===== config.mk =====
export PLATFORM = sky130hd
export DESIGN_NAME = spi_ram_ctrl
export DESIGN_NICKNAME = d
export VERILOG_FILES = /design/src/rtl/spi_ram_pkg.sv /design/src/rtl/spi_ram_ctrl_sync.sv /design/src/rtl/spi_ram_ctrl.sv
export SDC_FILE = /design/constraint.sdc
export NUM_CORES = 1
export LEC_CHECK = 0
export CAP_MARGIN = 30
export CORE_MARGIN = 5
export CORE_UTILIZATION = 45
export DETAILED_ROUTE_END_ITERATION = 6
export PLACE_DENSITY_LB_ADDON = 0.12
export SLEW_MARGIN = 20
export SYNTH_ARGS = -nofsm -noshare
export SYNTH_HDL_FRONTEND = slang
export SYNTH_SLANG_ARGS = --single-unit
export TNS_END_PERCENT = 50

===== constraint.sdc =====
create_clock -name i_clk -period 2.83 [get_ports i_clk]
set_input_delay 0.283 -clock i_clk [delete_from_list [all_inputs] [get_ports i_clk]]
set_output_delay 0.283 -clock i_clk [all_outputs]
set_load 0.1 [all_outputs]

===== src/rtl/spi_ram_pkg.sv =====
// Shared constants and FSM encoding for the SPI-to-RAM bridge.
package spi_ram_pkg;

    localparam logic [7:0] CMD_READ  = 8'h03;
    localparam logic [7:0] CMD_WRITE = 8'h02;
    localparam int         RD_LAT    = 2;

    typedef enum logic [2:0] {
        IDLE,
        CMD,
        ADDR,
        RD,
        WR,
        IGNORE
    } state_t;

endpackage


===== src/rtl/spi_ram_ctrl_sync.sv =====
// Two-flop synchroniser with edge detection on the synchronised level.
module spi_sync #(
    parameter logic RST_VAL = 1'b0
) (
    input  logic i_clk,
    input  logic i_rst_n,
    input  logic i_d,
    output logic o_q,
    output logic o_rise,
    output logic o_fall
);

    logic meta_q, sync_q, prev_q;

    always_ff @(posedge i_clk or negedge i_rst_n) begin
        if (!i_rst_n) begin
            meta_q <= RST_VAL;
            sync_q <= RST_VAL;
            prev_q <= RST_VAL;
        end else begin
            meta_q <= i_d;
            sync_q <= meta_q;
            prev_q <= sync_q;
        end
    end

    assign o_q    = sync_q;
    assign o_rise = sync_q & ~prev_q;
    assign o_fall = ~sync_q & prev_q;

endmodule


===== src/rtl/spi_ram_ctrl.sv =====
// SPI slave (mode 0) bridging READ/WRITE opcodes onto a byte-wide RAM port
// with auto-incrementing address for burst transfers.
module spi_ram_ctrl
    import spi_ram_pkg::*;
#(
    parameter int depth = 65536,
    parameter int aw    = $clog2(depth)
) (
    input  logic          i_clk,
    input  logic          i_rst_n,
    input  logic          i_spi_sclk,
    input  logic          i_spi_cs_n,
    input  logic          i_spi_mosi,
    output logic          o_spi_miso,
    output logic [aw-1:0] o_addr,
    output logic [7:0]    o_wdata,
    output logic          o_we,
    output logic          o_re,
    input  logic [7:0]    i_rdata,
    output logic          o_busy
);

    logic sclk_rise, sclk_fall, sclk_s_unused;
    logic cs_rise, cs_fall, cs_n_s;
    logic mosi_s, mosi_rise_unused, mosi_fall_unused;

    spi_sync #(.RST_VAL(1'b0)) u_sync_sclk (
        .i_clk(i_clk), .i_rst_n(i_rst_n), .i_d(i_spi_sclk),
        .o_q(sclk_s_unused), .o_rise(sclk_rise), .o_fall(sclk_fall));
    spi_sync #(.RST_VAL(1'b1)) u_sync_cs (
        .i_clk(i_clk), .i_rst_n(i_rst_n), .i_d(i_spi_cs_n),
        .o_q(cs_n_s), .o_rise(cs_rise), .o_fall(cs_fall));
    spi_sync #(.RST_VAL(1'b0)) u_sync_mosi (
        .i_clk(i_clk), .i_rst_n(i_rst_n), .i_d(i_spi_mosi),
        .o_q(mosi_s), .o_rise(mosi_rise_unused), .o_fall(mosi_fall_unused));

    state_t            state_q, state_d;
    logic [3:0]        bit_cnt_q;
    logic [14:0]       shift_q;
    logic              is_rd_q;
    logic [aw-1:0]     addr_q;
    logic [7:0]        wdata_q;
    logic [1:0]        we_cnt_q;
    logic [RD_LAT:0]   rd_pipe_q;
    logic [7:0]        tx_q;

    logic [7:0]        byte_in;
    logic [15:0]       addr_in;
    logic [aw-1:0]     addr_nxt;
    logic              last_bit, cnt_en, shift_en;
    logic              cmd_done, addr_done, rd_byte, wr_byte, fetch;

    assign byte_in  = {shift_q[6:0], mosi_s};
    assign addr_in  = {shift_q, mosi_s};
    assign addr_nxt = (addr_q == aw'(depth - 1)) ? '0 : addr_q + aw'(1);
    assign last_bit = (state_q == ADDR) ? (bit_cnt_q == 4'd15) : (bit_cnt_q == 4'd7);
    assign fetch    = (addr_done && is_rd_q) || rd_byte;

    always_ff @(posedge i_clk or negedge i_rst_n) begin
        if (!i_rst_n) state_q <= IDLE;
        else          state_q <= state_d;
    end

    always_comb begin
        state_d = state_q;
        if (cs_rise) begin
            state_d = IDLE;
        end else begin
            case (state_q)
                IDLE: if (cs_fall) state_d = CMD;
                CMD:  if (cmd_done)
                          state_d = (byte_in == CMD_READ || byte_in == CMD_WRITE) ? ADDR : IGNORE;
                ADDR: if (addr_done) state_d = is_rd_q ? RD : WR;
                default: ;
            endcase
        end
    end

    always_comb begin
        cnt_en     = 1'b0;
        shift_en   = 1'b0;
        cmd_done   = 1'b0;
        addr_done  = 1'b0;
        rd_byte    = 1'b0;
        wr_byte    = 1'b0;
        o_spi_miso = 1'b0;
        case (state_q)
            CMD:  begin cnt_en = sclk_rise; shift_en = sclk_rise; cmd_done  = sclk_rise && last_bit; end
            ADDR: begin cnt_en = sclk_rise; shift_en = sclk_rise; addr_done = sclk_rise && last_bit; end
            WR:   begin cnt_en = sclk_rise; shift_en = sclk_rise; wr_byte   = sclk_rise && last_bit; end
            RD:   begin cnt_en = sclk_rise; rd_byte = sclk_rise && last_bit; o_spi_miso = tx_q[7]; end
            default: ;
        endcase
    end

    always_ff @(posedge i_clk or negedge i_rst_n) begin
        if (!i_rst_n) begin
            bit_cnt_q <= '0;
            shift_q   <= '0;
            is_rd_q   <= 1'b0;
            addr_q    <= '0;
            wdata_q   <= '0;
            we_cnt_q  <= '0;
            rd_pipe_q <= '0;
            tx_q      <= '0;
        end else begin
            if (cs_rise || (state_q == IDLE && cs_fall)) bit_cnt_q <= '0;
            else if (cnt_en) bit_cnt_q <= last_bit ? 4'd0 : bit_cnt_q + 4'd1;

            if (shift_en) shift_q <= {shift_q[13:0], mosi_s};
            if (cmd_done) is_rd_q <= (byte_in == CMD_READ);

            rd_pipe_q <= {rd_pipe_q[RD_LAT-1:0], fetch};
            // The fall right after a byte boundary must keep the freshly loaded MSB on MISO.
            if (rd_pipe_q[RD_LAT]) tx_q <= i_rdata;
            else if (state_q == RD && sclk_fall && bit_cnt_q != 4'd0) tx_q <= {tx_q[6:0], 1'b0};

            // The strobe runs independently of the FSM so a CS_n rise cannot truncate it.
            if (wr_byte) begin
                wdata_q  <= byte_in;
                we_cnt_q <= 2'd2;
            end else if (we_cnt_q != 2'd0) begin
                we_cnt_q <= we_cnt_q - 2'd1;
            end

            if (addr_done) addr_q <= addr_in[aw-1:0];
            else if (rd_byte || we_cnt_q == 2'd1) addr_q <= addr_nxt;
        end
    end

    assign o_addr  = addr_q;
    assign o_wdata = wdata_q;
    assign o_we    = (we_cnt_q == 2'd0);
    assign o_re    = rd_pipe_q[0];
    assign o_busy  = ~cs_n_s;

endmodule


### After elaboration in Yosys (flattened, before gate mapping)

Index checks and enable logic that the tools add are counted.

| word-level totals | value |
|---|---|
| logic and storage cells | 87 |
| register bits after elaboration | 68 |
| input port bits | 13 |

| cells by class | value |
|---|---|
| bitwise gates (word level) | 8 |
| reduce and logical (&&, ||, !) cells | 21 |
| $add $sub $neg | 3 |
| equal/unequal tests | 13 |
| multiplexer cells | 25 |

Operators with widths:

| operator | number |
|---|---|
| $mux W16 | 3 |
| $mux W3 | 6 |
| $add A16 B1 Y16 const B | 1 |
| $eq A16 B16 Y1 const B | 1 |
| $eq A8 B2 Y1 const B | 2 |
| $mux W8 | 2 |
| $mux W4 | 3 |
| $reduce_bool A2 Y1 | 5 |
| $ne A3 B3 Y1 const B | 3 |
| $pmux W3 S3 | 1 |
| $mux W1 | 8 |
| $reduce_bool A4 Y1 | 2 |
| $eq A3 B2 Y1 const B | 2 |
| $logic_and A1 B1 Y1 | 5 |
| $add A4 B1 Y4 const B | 1 |
| $and A1 B1 Y1 | 4 |
| $eq A4 B3 Y1 const B | 1 |
| $eq A4 B4 Y1 const B | 1 |
| $logic_or A1 B1 Y1 | 4 |
| $mux W2 | 2 |
| $not A1 Y1 | 4 |
| $reduce_and A4 Y1 | 1 |
| $reduce_or A4 Y1 | 1 |
| $eq A3 B1 Y1 const B | 1 |
| other kinds (6) | 6 |

### Depth between registers and ports, before layout

| depth | value |
|---|---|
| depth in word-level cells | 7 |
| mapped depth | 8 |
| mapped depth without buffers | 6 |

### Cells and area by module

From an unflattened synthesis, not the netlist that was laid out.

| unflattened totals | value |
|---|---|
| cell total of the unflattened synthesis | 311 |
| area total of the unflattened synthesis | 3363.2 µm² |

Modules (own cells, without submodules):

| module | seq. area each (µm²) | times used | area an instance (µm²) | cells an instance |
|---|---|---|---|---|
| spi_ram_ctrl | 1501.4 | 1 | 3089.2 | 296 |
| spi_sync at u_sync_mosi ... | 75.1 | 2 | 90.1 | 5 |
| spi_sync at u_sync_cs | 78.8 | 1 | 93.8 | 5 |

### Worst setup path before layout

No wires, ideal clock.

| timing path | value |
|---|---|
| path type | flip-flop to flip-flop |
| start point | register addr_q[0], in the netlist o_addr[0] |
| end point | register addr_q[8], in the netlist o_addr[8] |
| stages on the path, launching flop included | 8 |
| library setup time | 129 ps |
| arrival time | 2432 ps |
| data required time | 2701 ps |
| setup slack | 269 ps |
| period minus slack after synthesis | 2561 ps |
| cell sequence | dfrtp_1 -> ha_1 -> nand4_1 -> nor3_2 -> a31oi_1 -> buf_2 -> a32oi_1 -> o2bb2ai_1 |

| between the ends | value |
|---|---|
| cells in the longest elaborated chain, start to end | 4 |

Ends and longest elaborated chain:

| item | line | RTL |
|---|---|---|
| from (decl) | spi_ram_ctrl.sv:41 | `logic [aw-1:0] addr_q;` |
| from (signal assigned) | spi_ram_ctrl.sv:126 | `if (addr_done) addr_q <= addr_in[aw-1:0];` |
| from (signal assigned) | spi_ram_ctrl.sv:127 | `else if (rd_byte \|\| we_cnt_q == 2'd1) addr_q <= addr_nxt;` |
| $add A16 B1 Y16 or $eq A16 B16 Y1 (tied branches) | spi_ram_ctrl.sv:55 | `assign addr_nxt = (addr_q == aw'(depth - 1)) ? '0 : addr_q + aw'(1);` |
| $mux W16 * | spi_ram_ctrl.sv:55 |  |
| $mux W16 * | spi_ram_ctrl.sv:127 |  |
| $mux W16 * | spi_ram_ctrl.sv:126 |  |

Every way passes the cells marked *; elsewhere a longest branch is shown, timed or not. The select of a mux whose other input is x is not followed.
A chain may end at the register's enable or synchronous reset.

### Final worst setup path

| timing path | value |
|---|---|
| start point | register state_q[1] |
| end point | register addr_q[2], in the netlist o_addr[2] |

| between the ends | value |
|---|---|
| cells in the longest elaborated chain, start to end | 6 |

Ends and longest elaborated chain:

| item | line | RTL |
|---|---|---|
| from (decl) | spi_ram_ctrl.sv:37 | `state_t state_q, state_d;` |
| from (signal assigned) | spi_ram_ctrl.sv:61 | `else state_q <= state_d;` |
| $eq A3 B2 Y1 | spi_ram_ctrl.sv:56, spi_ram_ctrl.sv:87 |  |
| $mux W1 | spi_ram_ctrl.sv:56 | `assign last_bit = (state_q == ADDR) ? (bit_cnt_q == 4'd15) : (bit_cnt_q == 4'd7);` |
| $logic_and A1 B1 Y1 | spi_ram_ctrl.sv:89, spi_ram_ctrl.sv:91 |  |
| $mux W1 | spi_ram_ctrl.sv:87 | `case (state_q)` |
| $logic_or A1 B1 Y1 | spi_ram_ctrl.sv:127 |  |
| $reduce_bool A2 Y1 (no source line) | n/a |  |

Several ways; a longest one is shown, not always the timed one.

==> impl_metrics.ini <==
[status]
outcome = finished clean

[layout]
ff_latch_area_um2 = 1710
nFillCells = 655
multiInputGateArea_um2 = 1500
antennaDiodeCount = 0
drive_gt1_share_pct = 22.8
fin_nets = 372
syn_to_final_growth_pct = 18.0

[clock_network]
clockBufferDepth = 2
clock_sinks = 68
htreeDepth = 3
cts_buffers = 9
cts_root_buf = clkbuf_8
clock_latency_ns = 0.33
clk_pin_slew_ns = 0.07
cts_setup_buffers = 0
cts_tree = built

[floorplanning]
start_util_pct = 46.3
dieArea_um2 = 9300
die_w_um = 96.4
core_area_um2 = 7250
ios = 41
die_h_um = 96.4
rows = 31

[hold_path]
whs_path_depth = 0
min_from = u_sync_mosi.meta_q
whs_endpoint = u_sync_mosi.o_q
hp-class = reg -> reg

[timing]
rsz0062_at_grt = no
max_clock_freq_mhz = 417
final.setup_skew_ns = 0.00498
slew_headroom_pct = 62.8
tns_ns = 0
fin_crit_sh_pct = 84.7
drv_slew = 0
max_slew.worst_pin.slew_ns = 0.558
whs_ns = 0.351
setup_viol = 0
finalHoldViolCount = 0
finalCriticalPeriod_ns = 2.40

[logic_synthesis]
syn-mean-instance-area_um2 = 10.9
synth_top_area_share_pct = 48.4
synth_enable_flop_cells = 0
synth_seq_cells = 68
syn-cell-area_um2 = 3360
seq_area_frac_synth_pct = 50.7
synthCells = 309
synth-main-ff-cell = dfrtp_1
synth.largest_area_cell = dfrtp_1
syn_nets = 329
yosys_warnings = 0
synth_area_leaders = dfrtp_1 (48%), mux2_2 (5.7%), nand2_1 (3.0%)
yosysUniqueCellTypes = 59
async_flop_share_pct = 100

[drt]
wire_per_inst_um = 15.5
drtPass1Iterations = 4
ant_nets = 0
drt_iter0_markers = 171
wl_mm = 7.07
num_vias = 2462
route.detailed.drc = 0
drt-vias-per-instance = 5.41

[global_route]
grt_max_degree = 26
grt_pass1_vias = 2430
grt_pass1_wl_mm = 12.1
gr-usage-all-layers_pct = 17.0
antenna_found_initial = 0
grt_remaining_overflow = 0

[pwr]
p_per_area_nw_per_um2 = 551
ir_worst_vdd_mv = 0.403
leakage_nw = 1.70

[setup_path]
ff2ff_setup_slack_ns = 0.43
crit_type = reg -> reg
rr_worst_depth = 6
crit_path_end_kind = register
arrival_ns = 2.58
path_max_fanout = 21
rr_endpoint = o_addr[2]
reg2reg_from = state_q[1]
crit_required_ns = 3.02
crit_path_start_kind = register

[placed_design]
gp_congestion = 0.859
hpwl_mm = 4.87
port_buffers = 40

[run]
cap_violations = 0
routing by layer:
layer,wire [um],track usage [%],share of wire (%),up-vias
met2,3170,24.4,45,52
met1,3440,24.6,49,1201
met5,0,0,0,-
met3,385,4.03,5.4,7
met4,79,7.01,1.1,0
li1,-,-,-,1202
layout by cell type (no fill, tap or decap), types with 2 or more instances in the layout:
| cell type | count |
|---|---|
| o21ai_0 | 18 |
| nand4_1 | 2 |
| a21oi_1 | 14 |
| clkbuf_8 | 10 |
| nand3_1 | 9 |
| a32oi_1 | 3 |
| o21ai_1 | 3 |
| clkdlybuf4s50_1 | 11 |
| or3_1 | 2 |
| xnor2_1 | 3 |
| nor3b_1 | 2 |
| o211ai_1 | 2 |
| buf_4 | 33 |
| mux2i_1 | 10 |
| inv_1 | 18 |
| o22ai_1 | 6 |
| mux2_1 | 6 |
| nor3_1 | 5 |
| nand4b_2 | 2 |
| nor2b_1 | 3 |
| a31o_2 | 2 |
| dfrtp_1 | 65 |
| nand2b_1 | 2 |
| nand2_1 | 27 |
| a31oi_1 | 6 |
| o2bb2ai_1 | 4 |
| and3_1 | 2 |
| nor2_1 | 21 |
| dfstp_2 | 3 |
| ha_1 | 7 |
| mux2_2 | 17 |
| a22oi_1 | 4 |
| clkinvlp_4 | 2 |
synthesized netlist by cell type (3+ instances only):
library cell / number
buf_6: 3
nand2_1: 27
nor3_1: 5
a32oi_1: 3
nor2b_1: 3
o21ai_1: 3
a22oi_1: 4
xnor2_1: 3
ha_1: 7
inv_1: 18
a21oi_1: 14
mux2_1: 6
nor2_1: 21
o2bb2ai_1: 4
o21ai_0: 18
mux2i_1: 10
dfrtp_1: 65
dfstp_2: 3
o22ai_1: 6
a31oi_1: 6
nand3_1: 9
mux2_2: 17
buf_2: 7
clkbuf_1: 4
power by group:
part           internal, W  switching [W]  total, W
clock network     0.000425       0.000355  0.000780
logic             0.000116       0.000102  0.000219
registers          0.00106       0.000125   0.00119
total              0.00160       0.000582   0.00218
repair_timing:
item,4_1_cts,5_1_grt
hold buffers,1,0
endpoints found under the setup margin,0,0
resized for setup,0,0
endpoints found under the hold margin,20,0
state kept, by name (all words and copies together) (netlist names), 2 cells and up:
name	flops
tx_q	8
we_cnt_q	2
state_q	3
o_wdata	8
rd_pipe_q	3
o_addr	16
bit_cnt_q	4
shift_q	15
worst max path at each step:
stage / startpoint / end / slack (ns) / cells after the start
2_1_floorplan: o_addr[0] / o_addr[8] / 0.27 / 7
3_3_place_gp: bit_cnt_q[0] / o_addr[8] / 0.41 / 6
3_5_place_dp: state_q[1] / o_addr[2] / 0.49 / 6
4_1_cts: state_q[1] / o_addr[2] / 0.48 / 6
5_1_grt: state_q[1] / o_addr[2] / 0.22 / 6
6_report: state_q[1] / o_addr[2] / 0.43 / 6
per-stage QoR:
step                      setup slack, ns  instance area [um2]  power (W)  util, %  cells
final                               0.432                 3970    0.00218     54.7    455
after global placement              0.410                 3760    0.00142     51.8    438
after global routing                0.223                 3970    0.00229     54.7    455
after detailed placement            0.493                 3760    0.00142     51.9    439
after floorplan                     0.269                 3360    0.00132        -    309
after CTS                           0.483                 3970    0.00221     54.7    455
kinds of logic (layout without fill, tap and decap cells):
kind of cell               Yosys count  in the layout  synth area share (%)
AOI/OAI and AO/OA                   77             77                  15.8
adders and majority gates            7              7                  2.61
buffers and inverters               32             79                  4.50
xor gates and xnor gates             4              4                  1.04
muxes                               33             33                  10.7
and+or+nand+nor                     88             88                  14.6
DFF                                 68             68                  50.7
cell type report:
cell class              count  share of cell area [%]
repair buffers             46                    9.40
inverters                  18                    1.70
multi-input cells         209                    37.9
clock buffers              11                    3.57
flip-flops and latches     68                    43.0
clock inverters             4                    1.26
well taps                  99                    3.12
worst max-delay path, stage by stage, from the launching register on:
cell and delay [ns]:
dfrtp_1 0.58, nor2b_1 0.52, and3_4 0.45, a31oi_1 0.17
buf_4 0.25, a32oi_1 0.20, o21ai_0 0.09
Power figures use the tool's default switching activity.
